### src/rtl/pipe_stage_skid.sv
// Inter-stage pipeline register: main + skid entry, valid/ready handshake, flush to bubble.
// Statistics counters (stall_cnt, bubble_cnt) exist only when PIPE_STATS_EN is defined.
module pipe_stage_skid #(
  parameter int CTRL_W      = 16,
  parameter int DATA_W      = 96,
  parameter int ZERO_BUBBLE = 1,
  parameter int CNT_W       = 16
) (
  input  logic              CLK,
  input  logic              RST,
  input  logic              flush,
  input  logic              in_valid,
  output logic              in_ready,
  input  logic [CTRL_W-1:0] in_ctrl,
  input  logic [DATA_W-1:0] in_data,
  output logic              out_valid,
  input  logic              out_ready,
  output logic [CTRL_W-1:0] out_ctrl,
  output logic [DATA_W-1:0] out_data,
  output logic [1:0]        occupancy,
  output logic [CNT_W-1:0]  stall_cnt,
  output logic [CNT_W-1:0]  bubble_cnt
);

  typedef enum logic [1:0] {
    EMPTY = 2'd0,
    BUSY  = 2'd1,
    FULL  = 2'd2
  } state_e;

  state_e              state_q, state_d;
  logic                in_ready_q, out_valid_q;
  logic [1:0]          occ_q;
  logic [CTRL_W-1:0]   main_ctrl_q, skid_ctrl_q;
  logic [DATA_W-1:0]   main_data_q, skid_data_q;

  logic accept, deliver;
  logic load_main_in, load_main_skid, load_skid, clear_ctrl;

  assign accept  = in_valid & in_ready_q;
  assign deliver = out_valid_q & out_ready;

  // NOTE: every variable gets a default first so the combinational block never infers a latch.
  always_comb begin
    state_d = state_q;
    if (flush) begin
      state_d = EMPTY;
    end else begin
      case (state_q)
        EMPTY:   if (accept) state_d = BUSY;
        BUSY: begin
          if (accept && !deliver)      state_d = FULL;
          else if (!accept && deliver) state_d = EMPTY;
        end
        FULL:    if (deliver) state_d = BUSY;
        default: state_d = EMPTY;
      endcase
    end
  end

  assign load_main_in   = !flush && accept &&
                          ((state_q == EMPTY) || ((state_q == BUSY) && deliver));
  assign load_main_skid = !flush && (state_q == FULL) && deliver;
  assign load_skid      = !flush && (state_q == BUSY) && accept && !deliver;
  // Any move into EMPTY zeroes the control word so a bubble reads as a nop.
  assign clear_ctrl     = (ZERO_BUBBLE != 0) && (state_d == EMPTY);

  // NOTE: sequential state uses non-blocking assignments so every flop samples pre-edge values.
  always_ff @(posedge CLK) begin
    if (RST) begin
      state_q     <= EMPTY;
      in_ready_q  <= 1'b1;
      out_valid_q <= 1'b0;
      occ_q       <= 2'd0;
      main_ctrl_q <= '0;
      main_data_q <= '0;
    end else begin
      state_q     <= state_d;
      in_ready_q  <= (state_d != FULL);
      out_valid_q <= (state_d != EMPTY);
      occ_q       <= (state_d == FULL) ? 2'd2 : ((state_d == BUSY) ? 2'd1 : 2'd0);
      if (load_main_in) begin
        main_ctrl_q <= in_ctrl;
        main_data_q <= in_data;
      end else if (load_main_skid) begin
        main_ctrl_q <= skid_ctrl_q;
        main_data_q <= skid_data_q;
      end else if (clear_ctrl) begin
        main_ctrl_q <= '0;
      end
    end
  end

  // NOTE: the skid entry is storage only; its contents are never observed unless FULL, so it has no reset.
  always_ff @(posedge CLK) begin
    if (load_skid) begin
      skid_ctrl_q <= in_ctrl;
      skid_data_q <= in_data;
    end
  end

  assign in_ready  = in_ready_q;
  assign out_valid = out_valid_q;
  assign out_ctrl  = main_ctrl_q;
  assign out_data  = main_data_q;
  assign occupancy = occ_q;

`ifdef PIPE_STATS_EN
  logic [CNT_W-1:0] stall_cnt_q, bubble_cnt_q;

  // Saturating event counters; flush does not touch them, only RST clears.
  always_ff @(posedge CLK) begin
    if (RST) begin
      stall_cnt_q  <= '0;
      bubble_cnt_q <= '0;
    end else begin
      if (out_valid_q && !out_ready && (stall_cnt_q != {CNT_W{1'b1}}))
        stall_cnt_q <= stall_cnt_q + CNT_W'(1);
      if (!out_valid_q && (bubble_cnt_q != {CNT_W{1'b1}}))
        bubble_cnt_q <= bubble_cnt_q + CNT_W'(1);
    end
  end

  assign stall_cnt  = stall_cnt_q;
  assign bubble_cnt = bubble_cnt_q;
`else
  assign stall_cnt  = '0;
  assign bubble_cnt = '0;
`endif

endmodule
### config.mk
export PLATFORM = sky130hd
export DESIGN_NAME = pipe_stage_skid
export DESIGN_NICKNAME = d
export VERILOG_FILES = /design/src/rtl/pipe_stage_skid.sv
export SDC_FILE = /design/constraint.sdc
export NUM_CORES = 1
export LEC_CHECK = 0
export CORE_ASPECT_RATIO = 0.6
export CORE_UTILIZATION = 46
export DETAILED_ROUTE_END_ITERATION = 12
export PLACE_DENSITY = 0.77
export SYNTH_ARGS = -nofsm -noshare
export SYNTH_HDL_FRONTEND = slang
export SYNTH_SLANG_ARGS = --single-unit
### constraint.sdc
create_clock -name CLK -period 15.8 [get_ports CLK]
set_clock_uncertainty 0.05 [all_clocks]
set_input_delay 3.16 -clock CLK [delete_from_list [all_inputs] [get_ports CLK]]
set_output_delay 3.16 -clock CLK [all_outputs]
set_load 0.02 [all_outputs]
== After elaboration in Yosys (flattened, before gate mapping) ==
Cells that the tools add are included.
Cells by class
  eq/ne operators: 5
  mux-type cells: 13
  bitwise operators: 2
  reductions and logical operators: 20
Operators by type and width (count)
  96-bit 2-to-1 mux: 2
  16-bit 2-to-1 mux: 3
  2-bit 2-to-1 mux: 6
  1-bit logical AND: 10
  2-bit case mux with 3 select lines: 1
  2-bit by 1-bit == test with 1-bit output (second input constant): 2
  2-bit == test (second input constant): 2
  2-bit zero test: 2
  2-bit nonzero test: 2
  1-bit zero test: 3
  3-bit nonzero test: 1
  1-bit AND: 2
  2-bit != test (second input constant): 1
  2-bit OR reduction: 1
  1-bit logical OR: 1
  1-bit 2-to-1 mux: 1
Word-level totals
  flip-flop bits (word level): 230
  input port bits: 117
  logic and storage cells: 49

== Depth between registers and ports, before layout ==
  depth after elaboration: 11
  gate-level depth with buffers: 7
  gate-level depth less buffers: 4

== Worst setup path after synthesis ==
OpenSTA, ideal clock, no wires.
  path type: input-to-reg
  start: input port out_ready
  end: register skid_ctrl_q[0], enable pin
  arrival: 11626 ps
  data required time: 15007 ps
  slack: 3381 ps
  stages on the path: 2
  path buffers: 0
  path through: a21boi_2 nor3b_1
Between the ends
  cells in the longest elaborated chain, start to end: 3
RTL lines
  start, declared: line 17  | input logic out_ready,
  1-bit AND: line 41  | assign deliver = out_valid_q & out_ready;
  1-bit zero test: line 64  | assign load_skid = !flush && (state_q == BUSY) && accept && !deliver;
  1-bit logical AND: line 64
  net load_skid: line 38  | logic load_main_in, load_main_skid, load_skid, clear_ctrl;
  end signal, assigned: line 97  | skid_ctrl_q <= in_ctrl;
  end, declared: line 34  | logic [CTRL_W-1:0] main_ctrl_q, skid_ctrl_q;
The timed path passes the listed nets, and every way through them passes these cells.
A chain may end at the register's enable or synchronous reset.

==> flow_metrics.tcl <==
set metrics [dict create \
    outcome "complete, no violations" \
    post-route-util_pct 65.2 \
    pin_count 265 \
    rows 37 \
    layout_commonest_cell "clkdlybuf4s50_1" \
    powerDensity_nw_per_um2 116 \
    tns_ns 0 \
    grt_pass1_wl_um 30600 \
    worstMarginPinSlew_ns 1.28 \
    arrival_ns 6.02 \
    required_ns 16.17 \
    die_x_um 175 \
    ctsRootBufferMaster "clkbuf_16" \
    crit_fanout 60 \
    syn_area_per_cell_um2 14.4 \
    crit_type "in -> reg" \
    dpl.hpwl_um 13000 \
    rsz0062_at_grt "false" \
    start_util_pct 47.4 \
    drt_iter0_markers 473 \
    clockBufferDepth 3 \
    cts_tree "built" \
    grt.total_usage_pct 20.8 \
    max-vdd-ir-drop_uv 64.3 \
    r2r_cells 5 \
    drtAntennaViolNets 0 \
    ys_ff_latch 230 \
    hold_viol_final 0 \
    core_um2 17300 \
    vias_per_cell 5.42 \
    min_path_type "reg -> reg" \
    htreeDepth 1 \
    post_cts_resized 0 \
    ys_seq_area_share_pct 69.7 \
    min_period_over_period_pct 35.7 \
    r2r_setup_slack_ns 13.45 \
    worst_slew_margin_rel_pct 14.5 \
    wirelength_um 19700 \
    fillerInstances 1246 \
    routedWlPerCell_um 18.9 \
    whs_path_depth 1 \
    fp.dieH_um 106 \
    ys_warn_count 0 \
    max_stage_delay_ns 1.03 \
    slowest_stage "o21ai_4" \
    n_antenna_cell 0 \
    grt_pass1_vias 5559 \
    vias 5646 \
    place_area_um2 10600 \
    slew_violations 0 \
    crit_path_end_kind "flip-flop" \
    drc 0 \
    netlist_area_um2 8210 \
    final_area_um2 11300 \
    cts.sinks 230 \
    firstDrtPassIters 5 \
    fmax_ghz 0.177 \
    setup-violations-final 0 \
    finalWeightedCongestion 0.823 \
    port_buffers 232 \
    drv_cap 0 \
    power.leakage_uw 0.00483 \
    die_area_um2 18400 \
    cts_buffers 21 \
    drive_above_1_share_pct 5.58 \
    cts_setup_buffers 0 \
    area_growth_pct 37.4 \
    period_minus_slack_ns 5.65 \
    layout_common_cells "clkdlybuf4s50_1 (232), dfxtp_1 (118), edfxtp_1 (112)" \
    cts_hold_buffers 0 \
    syn-instance-count 570 \
    antenna_found_initial 0 \
    fin_nets 911 \
    grt_max_degree 66 \
    start_kind "input pin" \
    synth.distinct_cells 29 \
    insertion_delay_ns 0.48 \
    fin_hold_ws_ns 0.399 \
    grt-ovfl-total 0 \
    path_cells "clkdlybuf4s50_1, o21ai_4, buf_4, a21o_1" \
    clk_pin_slew_ns 0.06 \
]
routing by layer:
| layer | share of wire (%) | GRT usage [%] |
|---|---|---|
| met3 | 8.8 | 5.45 |
| met4 | 2.2 | 5.53 |
| met5 | 0 | 0 |
| met2 | 45 | 31.4 |
| met1 | 45 | 29.8 |
cells by family after synthesis:
logic type / share of synthesized area (%)
AOI/OAI and AO/OA: 21.6
xor gates and xnor gates: 0.107
buffers and inverters: 5.09
DFF: 69.7
other: 0.0457
and+or+nand+nor: 3.44
cell type report:
class | instances | area [um2] | share of cell area, %
Timing Repair Buffer | 239 | 2370 | 21.0
Inverter | 3 | 11.3 | 0.0998
Sequential cell | 230 | 5730 | 50.7
Tap cell | 234 | 293 | 2.59
Clock buffer | 29 | 566 | 5.01
Multi-Input combinational cell | 299 | 2200 | 19.5
Clock inverter | 7 | 110 | 0.976
sequential cells by signal, indices dropped and copies added (netlist names):
register / cells
skid_ctrl_q: 16
out_valid: 1
in_ready: 1
out_data: 96
state_q: 2
skid_data_q: 96
occupancy: 2
out_ctrl: 16
worst max-delay path: cells and delay by family:
kind	cells	cell delay, ns
buffers and inverters	2	1.57
AO/OA/AOI/OAI	2	1.25
synth_stat cells:
master	count	area, um2
a21boi_2	1	11.3
dfxtp_1	118	2360
a221oi_1	16	140
nand2b_1	2	12.5
o21ai_2	1	8.76
clkbuf_1	17	63.8
nor3_2	2	20.0
nor3b_1	1	7.51
o21ai_0	3	15.0
a221oi_2	1	15.0
inv_1	3	11.3
and2_1	3	18.8
and3_1	2	12.5
buf_2	19	95.1
a21oi_1	1	5.00
nor4_4	1	21.3
nor2_1	18	67.6
buf_4	33	248
nand2_1	2	7.51
nand4b_2	1	15.0
a21o_1	96	721
nor3_1	16	80.1
a221o_1	1	10.0
conb_1	1	3.75
a22o_1	96	841
edfxtp_1	112	3360
xor2_1	1	8.76
o211ai_1	1	7.51
nand3b_4	1	20.0
where the power goes:
| part | internal, uW | leakage [uW] | switching, uW | total (uW) |
|---|---|---|---|---|
| Sequential | 647 | 0.00198 | 12.0 | 659 |
| Clock | 299 | 0.000332 | 206 | 505 |
| Combinational | 71.6 | 0.00252 | 71.2 | 143 |
stage by stage:
step                std cells  worst slack, ns  power (uW)
floorplan                 601             3.38         740
global placement         1005             9.75         810
detailed placement       1005             9.62         814
CTS                      1041            10.10        1320
global route             1041             9.94        1350
finish                   1041            10.15        1310
path summary, 6_finish.rpt:
check | startpoint | endpoint
setup / recovery | RST | out_data[70]$_SDFFE_PP0P_
hold / removal | out_data[28]$_SDFFE_PP0P_ | out_data[28]$_SDFFE_PP0P_
setup reg to reg | out_valid$_SDFF_PP0_ | out_data[70]$_SDFFE_PP0P_
hold reg to reg | out_data[28]$_SDFFE_PP0P_ | out_data[28]$_SDFFE_PP0P_
Note: power is estimated with default switching activity, not from simulation.
